**src/rtl/circuit_pkg.sv**
```systemverilog
// circuit_pkg: shared pair type, default width and majority helper for io_pair_circuit.
package circuit_pkg;

    localparam int T_IO_PAIRS_DEF = 2;

    // {b,a} on the input side, {c,s} on the output side
    typedef struct packed {
        logic hi;
        logic lo;
    } pair_t;

    function automatic logic maj3(input logic x, input logic y, input logic z);
        return (x & y) | (x & z) | (y & z);
    endfunction

endpackage

```
**src/rtl/io_pair_circuit_fa_cell.sv**
```systemverilog
// fa_cell: combinational 1-bit full adder cell.
module fa_cell
    import circuit_pkg::*;
(
    input  logic a,
    input  logic b,
    input  logic ci,
    output logic s,
    output logic co
);

    assign s  = a ^ b ^ ci;
    assign co = maj3(a, b, ci);

endmodule

```
**src/rtl/io_pair_circuit.sv**
```systemverilog
// io_pair_circuit: ripple chain of full-adder cells over 2-bit input pairs, registered output.
// CIRCUIT_PIPE_EN: one register stage per cell, latency T_IO_PAIRS, one result per cycle.
module io_pair_circuit
    import circuit_pkg::*;
#(
    parameter int T_IO_PAIRS = T_IO_PAIRS_DEF
) (
    input  logic                    clk,
    input  logic                    rst_n,
    input  logic                    in_valid,
    input  logic [2*T_IO_PAIRS-1:0] in,
    output logic                    out_valid,
    output logic [2*T_IO_PAIRS-1:0] out
);

    localparam int W = 2 * T_IO_PAIRS;

`ifdef CIRCUIT_PIPE_EN
    logic [W-1:0] dq [T_IO_PAIRS];
    logic [W-1:0] oq [T_IO_PAIRS];
    logic         cq [T_IO_PAIRS];
    logic         vq [T_IO_PAIRS];

    // stage k owns cell k; the full input word and partial result travel alongside
    for (genvar k = 0; k < T_IO_PAIRS; k++) begin : g_stage
        logic [W-1:0] din, oin;
        logic         ci, vin, s, co;
        pair_t        p;
        if (k == 0) begin : g_head
            assign din = in;
            assign oin = '0;
            assign ci  = 1'b0;
            assign vin = in_valid;
        end else begin : g_link
            assign din = dq[k-1];
            assign oin = oq[k-1];
            assign ci  = cq[k-1];
            assign vin = vq[k-1];
        end
        assign p = din[2*k +: 2];
        fa_cell u_fa (.a(p.lo), .b(p.hi), .ci(ci), .s(s), .co(co));
        always_ff @(posedge clk or negedge rst_n) begin
            if (!rst_n) begin
                vq[k] <= 1'b0;
                cq[k] <= 1'b0;
                dq[k] <= '0;
                oq[k] <= '0;
            end else begin
                vq[k] <= vin;
                if (vin) begin
                    cq[k] <= co;
                    dq[k] <= din;
                    oq[k] <= oin;
                    oq[k][2*k +: 2] <= {co, s};
                end
            end
        end
    end

    assign out       = oq[T_IO_PAIRS-1];
    assign out_valid = vq[T_IO_PAIRS-1];
`else
    logic [T_IO_PAIRS:0] c;
    logic [W-1:0]        res;

    assign c[0] = 1'b0;

    for (genvar k = 0; k < T_IO_PAIRS; k++) begin : g_cell
        pair_t p;
        logic  s;
        assign p = in[2*k +: 2];
        fa_cell u_fa (.a(p.lo), .b(p.hi), .ci(c[k]), .s(s), .co(c[k+1]));
        assign res[2*k +: 2] = {c[k+1], s};
    end

    always_ff @(posedge clk or negedge rst_n) begin
        if (!rst_n) begin
            out_valid <= 1'b0;
            out       <= '0;
        end else begin
            out_valid <= in_valid;
            if (in_valid) out <= res;
        end
    end
`endif

endmodule

```
**config.mk**
```make
export PLATFORM = sky130hd
export DESIGN_NAME = io_pair_circuit
export DESIGN_NICKNAME = d
export VERILOG_FILES = /design/src/rtl/circuit_pkg.sv /design/src/rtl/io_pair_circuit_fa_cell.sv /design/src/rtl/io_pair_circuit.sv
export SDC_FILE = /design/constraint.sdc
export NUM_CORES = 1
export LEC_CHECK = 0
export CORE_AREA = 2 2 39 41
export CTS_BUF_LIST = sky130_fd_sc_hd__clkbuf_16
export CTS_CLUSTER_DIAMETER = 150
export DETAILED_ROUTE_END_ITERATION = 12
export DIE_AREA = 0 0 41 43
export PLACE_DENSITY = 0.36
export SETUP_SLACK_MARGIN = 0.2
export SLEW_MARGIN = 20
export SYNTH_ARGS = -nofsm -noshare
export SYNTH_HDL_FRONTEND = slang
export SYNTH_SLANG_ARGS = --single-unit
```
**constraint.sdc**
```tcl
create_clock -name clk -period 1.3 [get_ports clk]
set_input_delay 0.26 -clock clk [delete_from_list [all_inputs] [get_ports clk]]
set_output_delay 0.26 -clock clk [all_outputs]
set_load 0.05 [all_outputs]
```
* Word-level counts from Yosys, hierarchy flattened
Index checks and enable logic that the tools add are counted. Widths: inputs -> output; s select.
Storage, ports and cells: flip-flop bits (word level) 5, output and inout port bits 5, bits in writable memories 0, memories kept 0, memory bits (read-only) 0, bits in latches 0
Cells by class: divide/modulo/power cells 0, multiply operators 0, mux-type cells 0, $add $sub $neg 0, $lt $le $gt $ge 0, reduce and logical (&&, ||, !) cells 0, bitwise gates (word level) 9, shift-type cells 0, eq/ne operators 0
Operators by type and width (number):
- $and 1x1->1 | 4
- $xor 1x1->1 | 3
- $or 1x1->1 | 2

* Depth between registers and ports, before layout
Gate-level depths: netlist of the first run.
word-level depth 4, mapped depth 4, mapped depth without buffers 4

* By module
Synthesis of the first run repeated with hierarchy kept, for this count alone.
Unflattened totals: cells, all modules 12, area total of the unflattened synthesis 214.0 um^2
Modules (own cells, without submodules):
- io_pair_circuit | times used 1, area an instance 173.9 um^2, cells an instance 10, seq. area each 125.1 um^2
- fa_cell | times used 2, area an instance 20.0 um^2, cells an instance 1, seq. area each 0.0 um^2

* Worst setup path before layout of the first run
Ideal clock, no wire load.
kind input to register, start point in in[0], end point reg out[2], library setup time 0.077 ns, setup slack 0.198 ns, arrival time 1.025 ns, stages 4, required time 1.223 ns, buffers on the path 0, cells stage by stage ha_1 -> inv_1 -> fa_1 -> a21oi_1
On the way: cells in the longest elaborated chain, start to end 2
Ends and longest elaborated chain:
- from (decl) | RTL line io_pair_circuit.sv:11 | input logic [2*T_IO_PAIRS-1:0] in,
- $and 1x1->1 | RTL line circuit_pkg.sv:13 | return (x & y) | (x & z) | (y & z);
- $xor 1x1->1 | RTL line io_pair_circuit_fa_cell.sv:12 | assign s = a ^ b ^ ci;
- to (signal assigned) | RTL line io_pair_circuit.sv:82 | if (in_valid) out <= res;
- to (decl) | RTL line io_pair_circuit.sv:13 | output logic [2*T_IO_PAIRS-1:0] out
No other way between the ends. A chain may end at the register's enable or synchronous reset.

* Worst setup path in the final report of the first run
start point reg out[3], end point out out[3]
No word-level cell between the ends.

==> run metrics, run 1 <==
WL per Instance=roughly 9.6 um; Hold Path Class=primary input to asynchronous set/reset pin; critical path cell sequence=buf_12; outcome=complete, no violations; reg2reg start=out[0]; CTS Buf Count=3; setup_tns=0 ps; Clock transition at path regs=30 ps; r2r setup slk=approximately 520 ps; Max clock buf depth=2; Crit path arrival time=between 700 and 800 ps; Via density=between 3 and 4; via count=between 150 and 200; CTS Hold Bufs=0; Layout Nets=42; H-tree depth=1; Row Count=14; Synth top area share=58.5%; RSZ-0062 raised after global routing=false; Static Leakage=between 0.2 and 0.25 nW; # IOs=12; maxcap violations=0; Seq pwr share=between 20% and 30%; Final Hold Fails=0; NetSw=0.199 mW; Comb pwr share=between 20% and 30%; CTS tree=done; Pwr Total=approximately 0.87 mW; diodes inserted=0; Syn Nets=25; Slew @ Worst Pin=approximately 250 ps; cell taking the most area after synthesis=dfrtp_1; Crit Path Max Fanout=2; largest net degree at the start of global routing=6; register bit total from synthesis=5; DRC errors left=0; WL final=459 um; worst r2r path cells=1; Synth area leaders=dfrtp_1 (58%), mux2_2 (11%), fa_1 (9.4%), inv_1 (7.0%), ha_1 (5.8%); Tmin final=~1000 ps; Setup Skew=0 ps; CP Launch Type=register; fin cells=48; Port Buf Inserts=11; sw frac=between 20% and 30%; sequential share of the synthesized area=roughly three fifths; initial antenna violation count=0; setup violators final=0; post-synthesis cell count=16; Starting Density=between 10% and 20%; root buf cell=clkbuf_16; Clock Latency Late Sink=approximately 220 ps; Max Clk Rate=about 0.96 GHz; Worst Path Required=about 1000 ps; Setup crit start=out[3]; Post-Syn Area=214 um^2; vias in the first global route=195; CP Capture Type=primary output; R2R Path End=out[0]; Mean Syn Cell Area=around 13 um^2; die area=1760 um^2; total global-route track usage=between 7 and 8%; Peak VDD IR=between 1 and 1.5 mV; placed cell count=44; DRT Pass-1 Iters=3; Int Pwr=between 0.6 and 0.7 mW; slowest stage delay, CP=roughly 400 ps; most frequent cells in the layout=dfrtp_1 (5), buf_12 (5), inv_1 (4); critical path's top delay family=flip-flops; worst rel slew slack=a little over four fifths; Pins Over Slew Limit=0; number of buffers and inverters on the critical path=1; period utilization=80.3%; CP max stage cell=dfrtp_1; Placer Congestion=approximately 0.55; die height=about 43 um; Die W=just over 40 um; Stages on worst setup path=1; CTS sink count=5; power per cell area=1840 nW/um^2; leftover overflow at the end of global routing=0; Final WS setup=around 260 ps; Final ANT Viol Nets=0; first-pass GRT wire length=828 um; synth warn=0; share of post-route cells with drive strength above 1=between 40% and 50%; dpl ws=-308 ps; Clk network pwr share=~56%; Starting DRT DRC Count=1; Core Area=1380 um^2; CP Class=register to primary output; Area Growth Syn to Fin=120%; Worst Setup EP=out[3]; library cells used by synthesis=8
## cell usage after synthesis (all sizes together)
library cell / n
nor2: 1
dfrtp: 5
inv: 4
fa: 1
ha: 1
a21oi: 1
mux2i: 1
mux2: 2
## through the flow
step                      area [um^2]  utilization (%)  hold slack (ps)
after global placement            402             29.0              507
after global routing              470             34.0              294
after detailed placement          402             29.0              510
after floorplan                   214                -            -35.6
final                             470             34.0              271
after CTS                         470             34.0              276
## kinds of logic (layout without fill, tap and decap cells)
logic type                 count (synthesis)  count (layout)  share of synthesized area, %
DFF                                        5               5                          58.5
and+or+nand+nor                            1               1                          1.75
adders and majority gates                  2               2                          15.2
buffers and inverters                      4              20                          7.02
AOI/OAI and AO/OA                          1               1                          2.34
muxes                                      3               3                          15.2
## power groups by stage
stage | clock network [mW] | logic, mW | registers, mW
after floorplan | 0 | 0.0228 | 0.247
after global placement | 0 | 0.190 | 0.194
after detailed placement | 0 | 0.192 | 0.195
after CTS | 0.497 | 0.188 | 0.193
after global routing | 0.514 | 0.196 | 0.194
final | 0.488 | 0.186 | 0.192
## state kept, by name, indices dropped and copies added (netlist names)
signal	flops
out	4
out_valid	1
## worst min path at each step
stage,from,end,slack [ps],cells after the start
after floorplan,rst_n,out[0],-40,0
after global placement,rst_n,out_valid,510,1
after detailed placement,rst_n,out[1],510,1
after CTS,rst_n,out[1],280,1
after global routing,rst_n,out[1],290,1
final,rst_n,out[1],270,1
## timing repair
action,in CTS,in global routing
gates resized for setup,10,0
setup buffers,0,0
setup endpoints to repair,3,0
hold endpoints to repair,0,0
## metal layers
layer	global-route usage, %	wire (um)	vias to the layer above
li1	-	-	81
met1	6.60	156	79
met2	11.6	253	5
met3	5.24	26	2
met4	8.00	22	0
met5	0	0	-
## cell type report
cell class / instances / area (um^2)
clock inverters: 1 / 3.75
multi-input cells: 7 / 76.3
inverters: 4 / 15.0
repair buffers: 12 / 155
flip-flops and latches: 5 / 125
clock buffers: 3 / 75.1
well taps: 16 / 20.0
fillers: 148 / 913
No activity file was read; power rests on OpenSTA's default activity.
==> run 2: changes to the inputs <==
Clock period 1.3 ns to 1 ns, I/O delays scaled along.
==> run metrics, run 2 (synthesized netlist as in run 1, its figures left out) <==
Max Clk Rate=between 1 and 1.5 GHz; leading cell type in the layout, fill and taps excluded=buf_12; Crit path arrival time=800 ps (+20 ps); Starting Density=15.5% (unchanged); # IOs=12 (unchanged); Max clock buf depth=2 (unchanged); WL final=466 um (+1.5%); diodes inserted=0 (unchanged); DRC errors left=0 (unchanged); Via density=3.38 (-3.0%); root buf cell=clkbuf_16; Clock transition at path regs=30 ps (about the same); Final ANT Viol Nets=0 (unchanged); setup violators final=0 (unchanged); CP Launch Type=register; Pins Over Slew Limit=0 (unchanged); RSZ-0062 raised after global routing=true; final core utilization=36.3% (+2.4 points); die area=1760 um^2 (unchanged); Peak VDD IR=1.01 mV (-9.1%); CTS Hold Bufs=0 (unchanged); Row Count=14 (unchanged); critical path cell sequence=buf_12; max reg flops=4 (unchanged); Post-CTS Setup Bufs=0 (unchanged); DP HPWL=389 um; slowest stage delay, CP=420 ps (+20 ps); CP max stage cell=dfrtp_2; leftover overflow at the end of global routing=0 (unchanged); placed cell count=44 (unchanged); initial antenna violation count=0 (unchanged); power per cell area=2300 nW/um^2 (+25%); Setup Skew=0 ps (unchanged); Placer Congestion=0.616 (+13%); Area Growth Syn to Fin=135%; Most flops, register=out; Port Buf Inserts=11 (unchanged); number of buffers and inverters on the critical path=1 (unchanged); Top Registers=out x4, out_valid x1; outcome=complete, no violations; H-tree depth=1 (unchanged); CP Class=register to primary output; minimum hold slack=200 ps (-70.1 ps); vias in the first global route=180 (-7.7%); via count=162 (-3.0%); critical path's top delay family=flip-flops; total global-route track usage=7.39% (-0.61 points); Crit Path Max Fanout=2 (unchanged); dpl ws=-579 ps (-270 ps); Static Leakage=0.229 nW (+0.78%); Final Hold Fails=0 (unchanged); Final WS setup=4.03 ps (-252 ps); die height=43 um (unchanged); WL per Instance=9.71 um (+1.5%); first-pass GRT wire length=793 um (-4.2%); Core Area=1380 um^2 (unchanged); CTS sink count=5 (unchanged); CTS tree=done; DRT Pass-1 Iters=1 (-2); CP Capture Type=primary output; Pwr Total=1.16 mW (+33%); most frequent cells in the layout=buf_12 (5), inv_1 (3), clkbuf_16 (3), dfrtp_2 (3); Worst Path Required=800 ps (-240 ps); worst rel slew slack=84.4% (+1.1 points); Clock Latency Late Sink=220 ps (about the same); Slew @ Worst Pin=233 ps (-16.2 ps); maxcap violations=0 (unchanged); Layout Nets=42 (unchanged); share of post-route cells with drive strength above 1=65.6% (+19 points); Tmin final=~1000 ps; largest net degree at the start of global routing=6 (unchanged); fin cells=48 (unchanged); period utilization=99.6%; Starting DRT DRC Count=0 (-1); Die W=41 um (unchanged); CTS Buf Count=3 (unchanged); Hold Path Class=primary input to asynchronous set/reset pin
[run 2: cell types whose count changed in the layout (fill, tap and decap cells not counted), sizes merged]
cell	delta
clkdlybuf4s15	+1
clkdlybuf4s50	-1
[run 2: cell type report]
class                      instances  area, um^2
clock buffer                       3        75.1
timing repair buffer              12         168
tap                               16        20.0
inverter                           4        15.0
fill                             141         881
sequential                         5         129
clock inverter                     1        3.75
multi-input combinational          7        92.6
[run 2: per-layer routing]
metal	vias up	part of all wire (%)	track usage, %	routed length, um
li1	80	-	-	-
met1	78	42	9.24	196
met2	4	53	8.13	247
met3	0	4.7	3.66	22
met4	0	0	8.00	0
met5	-	0	0	0
[run 2: metrics by stage]
stage / setup TNS [ps] / area, um^2
after global placement: -1580 / 418
after floorplan: 0 / 230
final: 0 / 503
after CTS: -1.22 / 502
after global routing: -18.8 / 503
after detailed placement: -1600 / 418
[run 2: where the power goes]
group / switching [mW] / internal, mW / total (mW)
Sequential: 0.0237 / 0.230 / 0.253
Combinational: 0.123 / 0.132 / 0.256
Clock: 0.129 / 0.518 / 0.647
[run 2: timing repair]
item                                    in CTS  in global routing
gates resized for setup                     15                  2
pin swaps                                    3                  3
gates cloned                                 0                  0
endpoints found under the setup margin       9                  9
[run 2: final timing paths]
kind	startpoint	endpoint	slack [ps]	cells past startpoint
worst max register to register	out[1]	out[1]	210	1
min in group clk	in[1]	out[0]	320	3
max in group asynchronous	rst_n	out[1]	590	1
worst min register to register	out[0]	out[0]	550	1
worst min-delay path	rst_n	out[2]	200	1
worst max-delay path	out[3]	out[3]	4	1
==> edit 1, RTL diff (flow settings as in run 1) <==
The output `out_valid` loses its register stage (`out_valid` becomes a continuous assignment).
--- a/src/rtl/io_pair_circuit.sv
+++ b/src/rtl/io_pair_circuit.sv
@@ -77,6 +77,4 @@
         if (!rst_n) begin
-            out_valid <= 1'b0;
             out       <= '0;
         end else begin
-            out_valid <= in_valid;
             if (in_valid) out <= res;
@@ -84,2 +82,4 @@
     end
+
+    assign out_valid = in_valid;
 `endif
Check against the original RTL: not equivalent (a bounded check fails within 4 cycles, from zero or initial values and one cycle with rst_n low).
==> edit 1 against run 1 <==
Sequential cell count down 1; first-iteration DRC count down 100%; sequential share of layout area down 5.1 points; highest routed layer unchanged; largest cell class unchanged; setup slack worse by 0.0012 ns; area after synthesis down 8.2%; non-clock buffer count up 2; routed wire length up 5.4%; final area down 0.80%; total power down 3.9%; final cell count unchanged; maximum frequency down 0.12%; die area unchanged; critical endpoint is now out[0].
==> edit 1: results (changes against run 1) <==
Synthesis
  – Number of synthesized register bits: 4 (was 5)
  – Number of unique standard cell types used by synthesis: 9 (was 8)
  – Leading cell types by count after synthesis: 4 x dfrtp_1, 4 x inv_1, 2 x mux2_2 (was 5 x dfrtp_1, 4 x inv_1, 2 x mux2_2)
  – Register area share after synthesis: 51.0% (was 58.5%)

Timing
  – Worst setup margin: 0.255 ns (was 0.256 ns)
  – Minimum hold slack: 0.253 ns (was 0.271 ns)
  – Tightest slew margin relative to the limit: 85.7% (was 83.4%)

Routing
  – Iteration count of the initial detailed-routing pass: 1 (was 3)
  – Count of routing violations after the opening detailed-route iteration: 0 (was 1)
  – Via-per-instance ratio: 3.58 (was 3.48)
  – Final WL: 484 um (was 459 um)

Clock tree
  – Number of setup buffers added after CTS: 2 (was 0)
  – CTS resizes: 8 (was 10)

Layout
  – Fill cell count: 147 (was 148)
  – Registers with the most flip-flops: out: 4 flops (was out: 4 flops, out_valid: 1 flops)
  – Number of ordinary and repair buffers in the finished layout: 14 (was 12)
  – Share of cell area taken by multi-input logic gates: 17.2% (was 16.2%)
  – Portion of the layout cell area used by non-clock buffers: 37.8% (was 33.0%)
  – Area of all sequential standard cells: 100 um^2 (was 125 um^2)
  – Max FFs per register: 4 (unchanged)
  – Clk cell area share: 16.1% (was 16.8%)
  – Proportion of layout cells with a drive suffix above 1: 62.5% (was 46.9%)

Global routing
  – First-pass GRT wire length: 786 um (was 828 um)
  – Via count of the first global-routing pass: 181 (was 195)
  – Total routing resource utilization after global routing: 7.67% (was 8.00%)

Placement
  – Post-placement worst setup slack: -0.300 ns (was -0.308 ns)
  – Placer's final routability congestion estimate: 0.645 (was 0.548)
  – Number of cells in the design after placement: 43 (was 44)

Status
  – Run status: finished, final reports clean (unchanged)

Critical path
  – Setup crit end: out[0] (was out[3])

Pwr
  – Power Sequential: 0.000158 W (was 0.000192 W)
  – Internal power: 0.000635 W (was 0.000667 W)
  – Maximum VDD drop: 725 uV (was 1110 uV)
  – Power of the combinational group: 0.000195 W (was 0.000186 W)
  – Standby leakage power: 0.229 nW (was 0.227 nW)
==> edit 1: cell families (layout without fill, tap and decap cells) <==
family,count (synthesis),after routing,synth area share (%)
buffers and inverters,5,21,11.5
AO/OA/AOI/OAI,1,1,2.55
AND/OR/NAND/NOR,1,1,1.91
adder cells (fa/ha/maj),2,2,16.6
multiplexers,3,3,16.6
flip-flops,4,4,51.0
==> edit 1: routing by layer <==
metal	up-vias	global-route usage [%]	wire, um
met1	75	8.82	198
met4	0	10.0	21
li1	81	-	-
met5	-	0	0
met3	2	4.19	81
met2	14	8.13	182
==> edit 1: metrics by stage <==
step / total power, W / TNS, ns / utilization (%) / cell area, um^2
5_1_grt: 0.000867 / 0 / 33.7 / 467
6_report: 0.000832 / 0 / 33.7 / 467
2_1_floorplan: 0.000239 / 0 / - / 196
3_5_place_dp: 0.000353 / -0.586 / 27.2 / 377
3_3_place_gp: 0.000351 / -0.562 / 27.2 / 377
4_1_cts: 0.000843 / 0 / 33.8 / 468
==> edit 2, RTL diff (flow settings as in run 1) <==
Made on the original files. The option `CIRCUIT_PIPE_EN` is turned on by a define.
--- a/src/rtl/io_pair_circuit.sv
+++ b/src/rtl/io_pair_circuit.sv
@@ -2,2 +2,4 @@
 // CIRCUIT_PIPE_EN: one register stage per cell, latency T_IO_PAIRS, one result per cycle.
+`define CIRCUIT_PIPE_EN
+
 module io_pair_circuit
Formal check against the unedited RTL: not equivalent (a bounded check fails within 4 cycles, from zero or initial values and one cycle with rst_n low).
==> edit 2 against run 1 <==
Sequential share of layout area increased by 12 points; final area increased by 39%; total power increased by 41%; routed wire length increased by 27%; combinational power increased by 62%; die area unchanged; clock skew increased by 0.0016 ns; maximum frequency decreased by 14%; sequential cell count increased by 5; area after synthesis increased by 74%; non-clock buffer count increased by 1; final cell count increased by 8.3%; hold slack improved by 0.010 ns; setup slack got worse by 0.18 ns.
==> edit 2: results (changes against run 1) <==
Synthesis
  – Syn Nets: 29 (was 25)
  – Yosys synthesis warning count: 0 (unchanged)
  – Cell types with the largest area share after synthesis: dfrtp_1 67%, mux2_2 24%, fa_1 5.4%, ha_1 3.4% (was dfrtp_1 58%, mux2_2 11%, fa_1 9.4%, inv_1 7.0%, ha_1 5.8%)
  – Register area share after synthesis: 67.1% (was 58.5%)
  – Synth area leader: dfrtp_1 (unchanged)
  – Number of unique standard cell types used by synthesis: 4 (was 8)
  – Average footprint of a synthesized cell: 18.6 um^2 (was 13.4 um^2)
  – Leading cell types by count after synthesis: 10 x dfrtp_1, 8 x mux2_2, 1 x fa_1, 1 x ha_1 (was 5 x dfrtp_1, 4 x inv_1, 2 x mux2_2)

Global routing
  – Number of antenna violations at the first check in global routing: 0 (unchanged)
  – First-pass GRT wire length: 1010 um (was 828 um)
  – Pin count of the biggest net entering global routing: 11 (was 6)
  – Via count of the first global-routing pass: 254 (was 195)
  – Total routing resource utilization after global routing: 9.29% (was 8.00%)

Hold path
  – Type of the most critical hold path: input port to flip-flop (was input port to async pin)

Clock tree
  – Number of hold-repair buffers added at the cts stage: 0 (unchanged)
  – Clock transition time at the flip-flop clock pins of the worst setup and hold paths: 0.04 ns
  – Max Root-Sink Buffers: 2 (unchanged)
  – Clock buffers created by TritonCTS: 3 (unchanged)

Layout
  – # diodes: 0 (unchanged)
  – Proportion of layout cells with a drive suffix above 1: 52.8% (was 46.9%)
  – # nets final: 47 (was 42)
  – Max FFs per register: 4 (unchanged)
  – Register name with the most flops: out (unchanged)

Routing
  – Routed wirelength normalized by instance count: 11.2 um (was 9.56 um)
  – Count of routing violations after the opening detailed-route iteration: 0 (was 1)
  – Detailed-route via count: 224 (was 167)
  – Iteration count of the initial detailed-routing pass: 1 (was 3)
  – Via-per-instance ratio: 4.31 (was 3.48)

Critical path
  – CP Data Arrival Time: 1.33 ns (was 0.78 ns)
  – Worst path slowest cell: fa_2 (was dfrtp_1)
  – Max stage delay on crit path: 0.45 ns (was 0.40 ns)

Pwr
  – Standby leakage power: 0.307 nW (was 0.227 nW)
  – Switching part of the total power: 24.6% (was 23.0%)
  – Maximum VDD drop: 596 uV (was 1110 uV)

Placement
  – Number of I/O port buffers: 11 (unchanged)
  – Placer's final routability congestion estimate: 0.598 (was 0.548)
  – Cell Area, Placed: 556 um^2 (was 402 um^2)
  – Number of cells in the design after placement: 47 (was 44)

Timing
  – Post-route clock skew: 0.00156 ns (was 0 ns)
  – Tightest slew margin relative to the limit: 70.4% (was 83.4%)

Status
  – Run status: finished, final reports clean (unchanged)
edit 2: layout make-up:
cell class,instances,area (um^2)
Timing Repair Buffer,13,180
Clock buffer,3,75.1
Fill cell,123,729
Sequential cell,10,250
Multi-Input combinational cell,10,129
Tap cell,16,20.0
edit 2: per-stage QoR:
step / setup slack (ns) / total power, W
after floorplan: 0.0987 / 0.000527
after global placement: -0.0171 / 0.000693
after detailed placement: -0.0324 / 0.000698
after CTS: 0.0747 / 0.00123
after global routing: 0.0586 / 0.00127
final: 0.0800 / 0.00122
edit 2: worst paths after layout:
kind | startpoint | depth (start not counted) | slack, ns | endpoint
min reg2reg | g_stage[1].vin | 0 | 0.50 | out_valid
max reg2reg | g_stage[1].din[3] | 2 | 0.08 | out[2]
min in group asynchronous | rst_n | 1 | 0.34 | out[0]
min | in_valid | 1 | 0.28 | g_stage[1].vin
max in group asynchronous | rst_n | 1 | 0.65 | g_stage[1].din[2]
max | g_stage[1].din[3] | 2 | 0.08 | out[2]
edit 2: what timing repair did:
item,CTS,global route
gates resized for setup,1,2
setup buffers,0,2
setup endpoints to repair,2,6
pin swaps,0,2
endpoints found under the hold margin,0,0
edit 2: critical path: cells and delay by family (launching register included):
kind,cells,cell delay (ns)
flops,1,0.39
fa+ha+maj,1,0.45
mux,1,0.26
edit 2: logic make-up after synthesis:
family	share of synthesized area, %
flip-flops	67.1
multiplexers	24.2
adder cells (fa/ha/maj)	8.72
edit 2: routing by layer:
metal / vias to the layer above / global-route usage, % / share of wire (%)
li1: 104 / - / -
met1: 111 / 9.15 / 39
met2: 9 / 13.4 / 54
met4: 0 / 8.00 / 0
met5: - / 0 / 0
met3: 0 / 4.71 / 7.2
edit 2: power by group through the flow:
stage	sequential (W)	clock, W	combinational [W]
2_1_floorplan	0.000483	0	0.0000449
3_3_place_gp	0.000402	0	0.000291
3_5_place_dp	0.000404	0	0.000294
4_1_cts	0.000400	0.000534	0.000298
5_1_grt	0.000405	0.000551	0.000318
6_report	0.000398	0.000520	0.000302
